File: config.mk
export PLATFORM = sky130hd
export DESIGN_NAME = bitstream_write_buffer_flat
export DESIGN_NICKNAME = d
export VERILOG_FILES = /design/src/rtl/bitstream_write_buffer_if.sv /design/src/rtl/bitstream_write_buffer.sv /design/src/flat_wrapper.sv
export SDC_FILE = /design/constraint.sdc
export NUM_CORES = 2
export LEC_CHECK = 0
export BUFFER_PORTS_ARGS = -buffer_cell sky130_fd_sc_hd__buf_4
export CORE_ASPECT_RATIO = 0.8
export CORE_UTILIZATION = 35
export CTS_CLUSTER_SIZE = 30
export DETAILED_ROUTE_END_ITERATION = 6
export PLACE_DENSITY = 0.53
export SETUP_SLACK_MARGIN = 0.4
export SKIP_CTS_REPAIR_TIMING = 1
export SYNTH_ARGS = -nofsm -noshare
export SYNTH_HDL_FRONTEND = slang
export SYNTH_SLANG_ARGS = --single-unit
File: constraint.sdc
create_clock -name clk -period 30.8 [get_ports clk]
set_input_delay 6.16 -clock clk [delete_from_list [all_inputs] [get_ports clk]]
set_output_delay 6.16 -clock clk [all_outputs]
set_load 0.05 [all_outputs]
File: src/rtl/bitstream_write_buffer_if.sv
// Handshake bundle between the bit-packer, the write buffer and the memory sink.
// The master side drives the packer inputs and the sink's wr_ready.
interface bitstream_write_buffer_if;
  logic         start;
  logic [31:0]  base_addr;
  logic         in_valid;
  logic [127:0] in_data;
  logic         flush;
  logic [127:0] res_data;
  logic [7:0]   res_len;
  logic         afull;
  logic         wr_valid;
  logic [31:0]  wr_addr;
  logic [127:0] wr_data;
  logic         wr_ready;
  logic         done;
  logic [31:0]  total_bits;
  logic         overflow;

  modport master (
    output start, base_addr, in_valid, in_data, flush, res_data, res_len, wr_ready,
    input  afull, wr_valid, wr_addr, wr_data, done, total_bits, overflow
  );

  modport slave (
    input  start, base_addr, in_valid, in_data, flush, res_data, res_len, wr_ready,
    output afull, wr_valid, wr_addr, wr_data, done, total_bits, overflow
  );
endinterface

File: src/rtl/bitstream_write_buffer.sv
// Buffers packed 128-bit words from the bit shifter, appends a left-aligned pad word on
// flush, and streams everything to a valid/ready sink at consecutive word addresses.
module bitstream_write_buffer #(
  parameter int unsigned DEPTH = 16,
  parameter int unsigned AFULL = 12
) (
  input logic                     clk,
  input logic                     reset,
  bitstream_write_buffer_if.slave bus
);

  localparam int unsigned AW = $clog2(DEPTH);
  localparam int unsigned CW = AW + 1;

  localparam logic [2:0] StIdle  = 3'd0;
  localparam logic [2:0] StRun   = 3'd1;
  localparam logic [2:0] StFlush = 3'd2;
  localparam logic [2:0] StDrain = 3'd3;
  localparam logic [2:0] StDone  = 3'd4;

  logic [2:0]    state_q, state_d;
  logic [127:0]  mem_q [DEPTH];
  logic [AW-1:0] wptr_q, rptr_q;
  logic [CW-1:0] fifo_cnt_q, occ;
  logic          wr_valid_q;
  logic [31:0]   wr_addr_q;
  logic [127:0]  wr_data_q;
  logic [31:0]   word_cnt_q, total_bits_q;
  logic          overflow_q;
  logic [127:0]  res_data_q;
  logic [7:0]    res_len_q;

  logic         hs, load, pop, full, can_push, run_push, pad_push, push, drop, start_ok;
  logic [127:0] push_data;

  // Occupancy includes the word parked in the output register, so the full
  // capacity (FIFO plus output stage) is exactly DEPTH words.
  always_comb begin
    hs        = wr_valid_q & bus.wr_ready;
    load      = ~wr_valid_q | bus.wr_ready;
    pop       = load & (fifo_cnt_q != '0);
    occ       = fifo_cnt_q + CW'(wr_valid_q);
    full      = (occ == CW'(DEPTH));
    can_push  = ~full | hs;
    start_ok  = (state_q == StIdle) & bus.start;
    run_push  = (state_q == StRun) & bus.in_valid & can_push;
    drop      = (state_q == StRun) & bus.in_valid & ~can_push;
    pad_push  = (state_q == StFlush) & (res_len_q != '0) & can_push;
    push      = run_push | pad_push;
    push_data = run_push ? bus.in_data : (res_data_q << (8'd128 - res_len_q));
  end

  always_comb begin
    state_d = state_q;
    case (state_q)
      StIdle:  if (bus.start) state_d = StRun;
      StRun:   if (bus.flush) state_d = StFlush;
      StFlush: if ((res_len_q == '0) || can_push) state_d = StDrain;
      StDrain: if ((fifo_cnt_q == '0) && !wr_valid_q) state_d = StDone;
      StDone:  state_d = StIdle;
      default: state_d = StIdle;
    endcase
  end

  always_ff @(posedge clk) begin
    if (push) mem_q[wptr_q] <= push_data;
  end

  always_ff @(posedge clk) begin
    if (reset) begin
      state_q      <= StIdle;
      wptr_q       <= '0;
      rptr_q       <= '0;
      fifo_cnt_q   <= '0;
      wr_valid_q   <= 1'b0;
      wr_addr_q    <= '0;
      wr_data_q    <= '0;
      word_cnt_q   <= '0;
      total_bits_q <= '0;
      overflow_q   <= 1'b0;
      res_data_q   <= '0;
      res_len_q    <= '0;
    end else begin
      state_q    <= state_d;
      if (push) wptr_q <= wptr_q + AW'(1);
      if (pop)  rptr_q <= rptr_q + AW'(1);
      fifo_cnt_q <= fifo_cnt_q + CW'(push) - CW'(pop);

      if (load) begin
        wr_valid_q <= pop;
        if (pop) wr_data_q <= mem_q[rptr_q];
      end

      if (start_ok)  wr_addr_q <= bus.base_addr;
      else if (hs)   wr_addr_q <= wr_addr_q + 32'd1;

      if (start_ok)      word_cnt_q <= '0;
      else if (run_push) word_cnt_q <= word_cnt_q + 32'd1;

      if (start_ok)  overflow_q <= 1'b0;
      else if (drop) overflow_q <= 1'b1;

      if ((state_q == StRun) && bus.flush) begin
        res_data_q <= bus.res_data;
        res_len_q  <= bus.res_len;
      end

      if (start_ok) total_bits_q <= '0;
      else if ((state_q == StDrain) && (state_d == StDone))
        total_bits_q <= (word_cnt_q << 7) + {24'd0, res_len_q};
    end
  end

  assign bus.afull      = (occ >= CW'(AFULL));
  assign bus.wr_valid   = wr_valid_q;
  assign bus.wr_addr    = wr_addr_q;
  assign bus.wr_data    = wr_data_q;
  assign bus.done       = (state_q == StDone);
  assign bus.total_bits = total_bits_q;
  assign bus.overflow   = overflow_q;

endmodule

File: src/flat_wrapper.sv
// flat-port wrapper written by rule: the top's interface ports become plain ports
module bitstream_write_buffer_flat 
#(
  parameter int unsigned DEPTH = 16,
  parameter int unsigned AFULL = 12
)
  (clk, reset, bus_start, bus_base_addr, bus_in_valid, bus_in_data, bus_flush, bus_res_data, bus_res_len, bus_wr_ready, bus_afull, bus_wr_valid, bus_wr_addr, bus_wr_data, bus_done, bus_total_bits, bus_overflow);
  bitstream_write_buffer_if bus_i ();
  input logic clk;
  input logic reset;
  input wire logic [$bits(bus_i.start)-1:0] bus_start;
  input wire logic [$bits(bus_i.base_addr)-1:0] bus_base_addr;
  input wire logic [$bits(bus_i.in_valid)-1:0] bus_in_valid;
  input wire logic [$bits(bus_i.in_data)-1:0] bus_in_data;
  input wire logic [$bits(bus_i.flush)-1:0] bus_flush;
  input wire logic [$bits(bus_i.res_data)-1:0] bus_res_data;
  input wire logic [$bits(bus_i.res_len)-1:0] bus_res_len;
  input wire logic [$bits(bus_i.wr_ready)-1:0] bus_wr_ready;
  output wire logic [$bits(bus_i.afull)-1:0] bus_afull;
  output wire logic [$bits(bus_i.wr_valid)-1:0] bus_wr_valid;
  output wire logic [$bits(bus_i.wr_addr)-1:0] bus_wr_addr;
  output wire logic [$bits(bus_i.wr_data)-1:0] bus_wr_data;
  output wire logic [$bits(bus_i.done)-1:0] bus_done;
  output wire logic [$bits(bus_i.total_bits)-1:0] bus_total_bits;
  output wire logic [$bits(bus_i.overflow)-1:0] bus_overflow;
  assign bus_i.start = bus_start;
  assign bus_i.base_addr = bus_base_addr;
  assign bus_i.in_valid = bus_in_valid;
  assign bus_i.in_data = bus_in_data;
  assign bus_i.flush = bus_flush;
  assign bus_i.res_data = bus_res_data;
  assign bus_i.res_len = bus_res_len;
  assign bus_i.wr_ready = bus_wr_ready;
  assign bus_afull = bus_i.afull;
  assign bus_wr_valid = bus_i.wr_valid;
  assign bus_wr_addr = bus_i.wr_addr;
  assign bus_wr_data = bus_i.wr_data;
  assign bus_done = bus_i.done;
  assign bus_total_bits = bus_i.total_bits;
  assign bus_overflow = bus_i.overflow;
  bitstream_write_buffer #(.DEPTH(DEPTH), .AFULL(AFULL)) u_core (.clk(clk), .reset(reset), .bus(bus_i));
endmodule
Word level (Yosys, flattened, before mapping):

Memories as Yosys holds them, arrays and structs flattened. A register that Yosys moved wholly into a read port is not among the register bits.
Index checks and enable logic that the tools add are counted.

* magnitude comparators: 1
* bitwise logic cells: 14
* reductions and logical operators: 13
* shifts and indexed selects: 1
* $add $sub $neg: 9
* equal/unequal tests: 6
* multiplexer cells: 10

Operators with widths (number)
* two-way mux 128 bit: 1
* << shifter 128 x 8 -> 128 bit: 1
* adder 32 x 1 -> 32 bit (second input constant): 2
* two-way mux 32 bit: 2
* adder 32 x 8 -> 32 bit: 1
* two-way mux 3 bit: 4
* one-hot mux 3 bit (4 select lines): 1
* adder 5 x 1 -> 5 bit: 2
* adder 4 x 1 -> 4 bit (second input constant): 2
* bitwise AND 1 bit: 8
* logical NOT 8 bit: 1
* nonzero test 8 bit: 1
* subtractor 8 bit (first input constant): 1
* == test 3 x 2 -> 1 bit (second input constant): 2
* == test 3 bit (second input constant): 2
* == test 5 bit (second input constant): 1
* greater-or-equal comparator 5 x 4 -> 1 bit (second input constant): 1
* logical NOT 5 bit: 1
* nonzero test 5 bit: 1
* subtractor 5 x 1 -> 5 bit: 1
* == test 3 x 1 -> 1 bit (second input constant): 1
* logical AND 1 bit: 3
* logical NOT 3 bit: 1
* inverter 1 bit: 3
* other kinds (7): 10

* output and inout port bits: 196
* input port bits: 302
* bits in writable memories: 2048
* flip-flop bits (word level): 250
* memories kept: 1
* logic and storage cells: 66

Memory list
* u_core.mem_q: depth 16, bits a word 128, read ports 1, clocked after memory_dff 1, wr ports 1, RTL line bitstream_write_buffer.sv:22 `logic [127:0] mem_q [DEPTH];`

Depth between registers and ports, before layout:

* depth after elaboration: 9
* depth in mapped cells: 17
* mapped depth without buffers: 13

Worst setup path before layout:

No wires, ideal clock.

* path type: input-to-reg
* start: in bus_wr_ready
* end: mem u_core.mem_q[3][0], enable pin
* data arrival time: 15.953 ns
* path slack: 14.076 ns
* stages: 7
* cell sequence: a211o_1 > a211o_1 > o21ai_0 > clkbuf_1 > o21ai_1 > nand2_1 > nor3_1

* word-level cells in the longest chain between the ends: 6
* elaborated cells on any way between the ends: 7
* classes of those cells: mux: 2; bitwise: 5

Ends and longest elaborated chain
* start, declared: RTL line flat_wrapper.sv:18 `input wire logic [$bits(bus_i.wr_ready)-1:0] bus_wr_ready;`
* bitwise AND 1 bit *: RTL line bitstream_write_buffer.sv:39 `hs = wr_valid_q & bus.wr_ready;`
* bitwise OR 1 bit *: RTL line bitstream_write_buffer.sv:44 `can_push = ~full | hs;`
* bitwise AND 1 bit, on equally long branches: RTL line bitstream_write_buffer.sv:46, bitstream_write_buffer.sv:48
* bitwise OR 1 bit *: RTL line bitstream_write_buffer.sv:49 `push = run_push | pad_push;`
* via u_core.push: RTL line bitstream_write_buffer.sv:33 `logic hs, load, pop, full, can_push, run_push, pad_push, push, drop, start_ok;`
* two-way mux 1 bit *: RTL line bitstream_write_buffer.sv:66 `if (push) mem_q[wptr_q] <= push_data;`
* two-way mux 1 bit (not written as such) *: RTL line bitstream_write_buffer.sv:66
* end, declared: RTL line bitstream_write_buffer.sv:22

The timed path passes the listed nets; every way through them passes the cells marked *.

Worst setup path in the final report:

* start: in bus_wr_ready
* end: mem u_core.mem_q[1][49], enable pin

The elaborated chain is that of the path after synthesis.

==> metrics.yaml <==
critical_path:
  cp_data_required_time_ps: 31310
  end_kind: "register"
  critical_path.cell_chain: "buf_4, a211o_1, a211o_1, o21ai_2, buf_4, o21ai_1, nand2_1, nor3_2, buf_4, buf_4, buf_4, buf_4"
  crit_slowest_cell: "buf_4"
  worst_ep_arrival_time_ps: 10810
  timing_worst_setup_path_type: "in -> reg"
  path_common_cell: "buf_4"
  cp_top_family: "buffers and inverters"
  crit_buf_inv: 6
  cp_slowest_stage_delay_ps: 730
  crit_path_start_kind: "primary input"
  cp_max_fo: 36
cts:
  cts_num_sinks: 2419
  cts_tree: "yes"
  clk_pin_slew_ps: 60
  numCtsBuffers: 248
  clock_latency_ps: 920
  cts_root_buf: "clkbuf_16"
  cts.path.max_buffers: 4
  h-tree-depth: 4
power:
  irDropWorstVdd_uv: 85.7
  power_leakage_nw: 38.5
  power.total_mw: 9.21
  p_per_area_nw_per_um2: 78.6
yosys:
  post-synth-top-count-cell: "edfxtp_1"
  synthTopCellsByArea: "edfxtp_1 (61%), mux4_2 (16%), dfxtp_1 (7.4%)"
  syn_area_per_cell_um2: 17.2
  seq_area_frac_synth_pct: 68.3
  ys.flop_type: "edfxtp_1"
  synth_top_area_share_pct: 60.9
  synth_area_um2: 101000
  yosys.cell_types.count: 81
  yosysTopAreaCell: "edfxtp_1"
  syn-num-nets: 6190
  ys_ff_latch: 2419
  syn_inst: 5867
  synthArstFlopShare_pct: 0
  synthTopCellsByCount: "edfxtp_1 (2048), nand2_1 (739), mux4_2 (717)"
  synth_edf_count: 2048
  ys_warn_count: 0
global_route:
  grt-ovfl-total: 0
  grt_use_total_pct: 22.7
  first_global_vias: 58500
  grt_pass1_wl_mm: 465
  grt_max_degree: 146
  antenna_found_initial: 18
detailed_routing:
  ant_nets: 0
  first_pass_iters: 6
  num_vias: 58700
  routed_wl_mm: 336
  dr.first_iter.drc_count: 6985
  detail_route.wl_per_cell_um: 32.4
  via_per_inst: 5.65
  drc: 0
place:
  portBuffers: 497
  place_ws_ps: 19560
  placed_cells: 9928
  post-dp-hpwl_mm: 215
  routabilityCongestion: 0.968
  post_dp_cell_area_um2: 109000
timing:
  setup_slack_ps: 20510
  rsz0062_at_grt: "false"
  fin_crit_sh_pct: 33.4
  finalHoldViolCount: 0
  relSlewSlack_pct: 5.81
  finalMaxSlewViolations: 0
  setup_viol: 0
  clock_skew_ps: 93.4
  period_minus_slack_ps: 10290
  clock.fmax_mhz: 97.2
  fin_hold_ws_ps: 454
  setup-tns-final_ps: 0
  worst_slew_pin_slew_ps: 1410
floorplan:
  num_rows: 175
  die_h_um: 482
  core_area_um2: 286000
  io_pins: 498
  start_util_pct: 35.3
  die_area_um2: 291000
  die_x_um: 602
layout:
  fill_cells: 25800
  postLayoutCellArea_um2: 117000
  syn_to_final_growth_pct: 16.1
  fin_cells: 10400
  final_net_count: 6697
  drive_gt1_share_pct: 29.4
  utilization_pct: 41.0
job:
  drv_cap: 0
worst_hold_path:
  hold_path.class: "reg -> reg"
outcome:
  status: "finished clean"
==> placed cells by master, fill, tap and decap left out, drive strengths merged, types with 19 or more instances in the layout <==
cell and count:
a22oi 35, xor2 44, buf 655, clkbuf 313, mux2 156, ha 20
mux2i 211, nand3 41, a221o 24, a21oi 327, nand2 740, a221oi 19
edfxtp 2048, a22o 31, a211oi 65, nand4 22, xnor2 36, nor2 209
o21ai 88, dfxtp 371, inv 28, clkinv 105, mux4 717, nor3 24
==> state kept, by name, indices dropped and copies added (netlist names) <==
name,count
u_core.res_len_q,8
u_core.bus.total_bits,32
u_core.bus.wr_addr,32
u_core.rptr_q,4
u_core.bus.wr_valid,1
u_core.wptr_q,4
u_core.fifo_cnt_q,5
u_core.state_q,3
u_core.bus.wr_data,128
u_core.res_data_q,128
u_core.bus.overflow,1
u_core.mem_q,2048
u_core.word_cnt_q,25
==> layer usage <==
| metal | global-route usage, % | routed length (µm) | up-vias |
|---|---|---|---|
| met2 | 34.9 | 150000 | 2630 |
| met4 | 8.87 | 15500 | 18 |
| li1 | - | - | 24500 |
| met3 | 4.40 | 25800 | 546 |
| met1 | 31.8 | 145000 | 31000 |
| met5 | 0 | 123 | - |
==> final timing paths <==
path | slack, ps | cells after the start | end | from
setup / recovery | 20510 | 12 | u_core.mem_q[1][49]$_DFFE_PP_ | bus_wr_ready
hold / removal | 450 | 2 | u_core.bus.wr_data[18]$_SDFFE_PP0P_ | u_core.bus.wr_data[18]$_SDFFE_PP0P_
setup reg to reg | 24500 | 11 | u_core.mem_q[7][106]$_DFFE_PP_ | u_core.res_len_q[0]$_SDFFE_PP0P_
hold reg to reg | 450 | 2 | u_core.bus.wr_data[18]$_SDFFE_PP0P_ | u_core.bus.wr_data[18]$_SDFFE_PP0P_
==> cells by family (layout without fill, tap and decap cells) <==
logic type	Yosys count	after routing	synth area share, %
DFF	2419	2419	68.3
and+or+nand+nor	1120	1120	4.58
muxes	1084	1084	19.8
AOI/OAI and AO/OA	722	722	4.57
buffers and inverters	421	1128	1.76
xor gates and xnor gates	80	80	0.702
adders and majority gates	21	21	0.268
other	0	9	0
==> power by group <==
part           switching [mW]  internal [mW]  leakage, nW  total [mW]
sequential              0.106           3.73         22.4        3.83
combinational            1.52          0.950         12.3        2.47
clock                    1.26           1.65         3.78        2.91
total                    2.89           6.32         38.5        9.21
==> worst register-to-register path, cell delays in order, from the launching register on <==
cell	delay (ps)
dfxtp_4	380
inv_2	50
buf_4	480
ha_4	770
buf_4	820
mux2_2	470
mux2_2	290
mux2i_1	490
mux2i_1	360
mux2i_1	740
o22a_1	240
nand4_1	670
==> final cells by class <==
class / count / area, µm² / share of cell area, %
Sequential cell: 2419 / 68900 / 58.8
Multi-Input combinational cell: 3027 / 30500 / 26.0
Clock buffer: 312 / 6580 / 5.61
Timing Repair Buffer: 656 / 5120 / 4.37
Tap cell: 3805 / 4760 / 4.06
Clock inverter: 138 / 1180 / 1.00
Inverter: 22 / 87.6 / 0.0747
Antenna cell: 9 / 22.5 / 0.0192
Note: power is estimated with default switching activity, not from simulation.
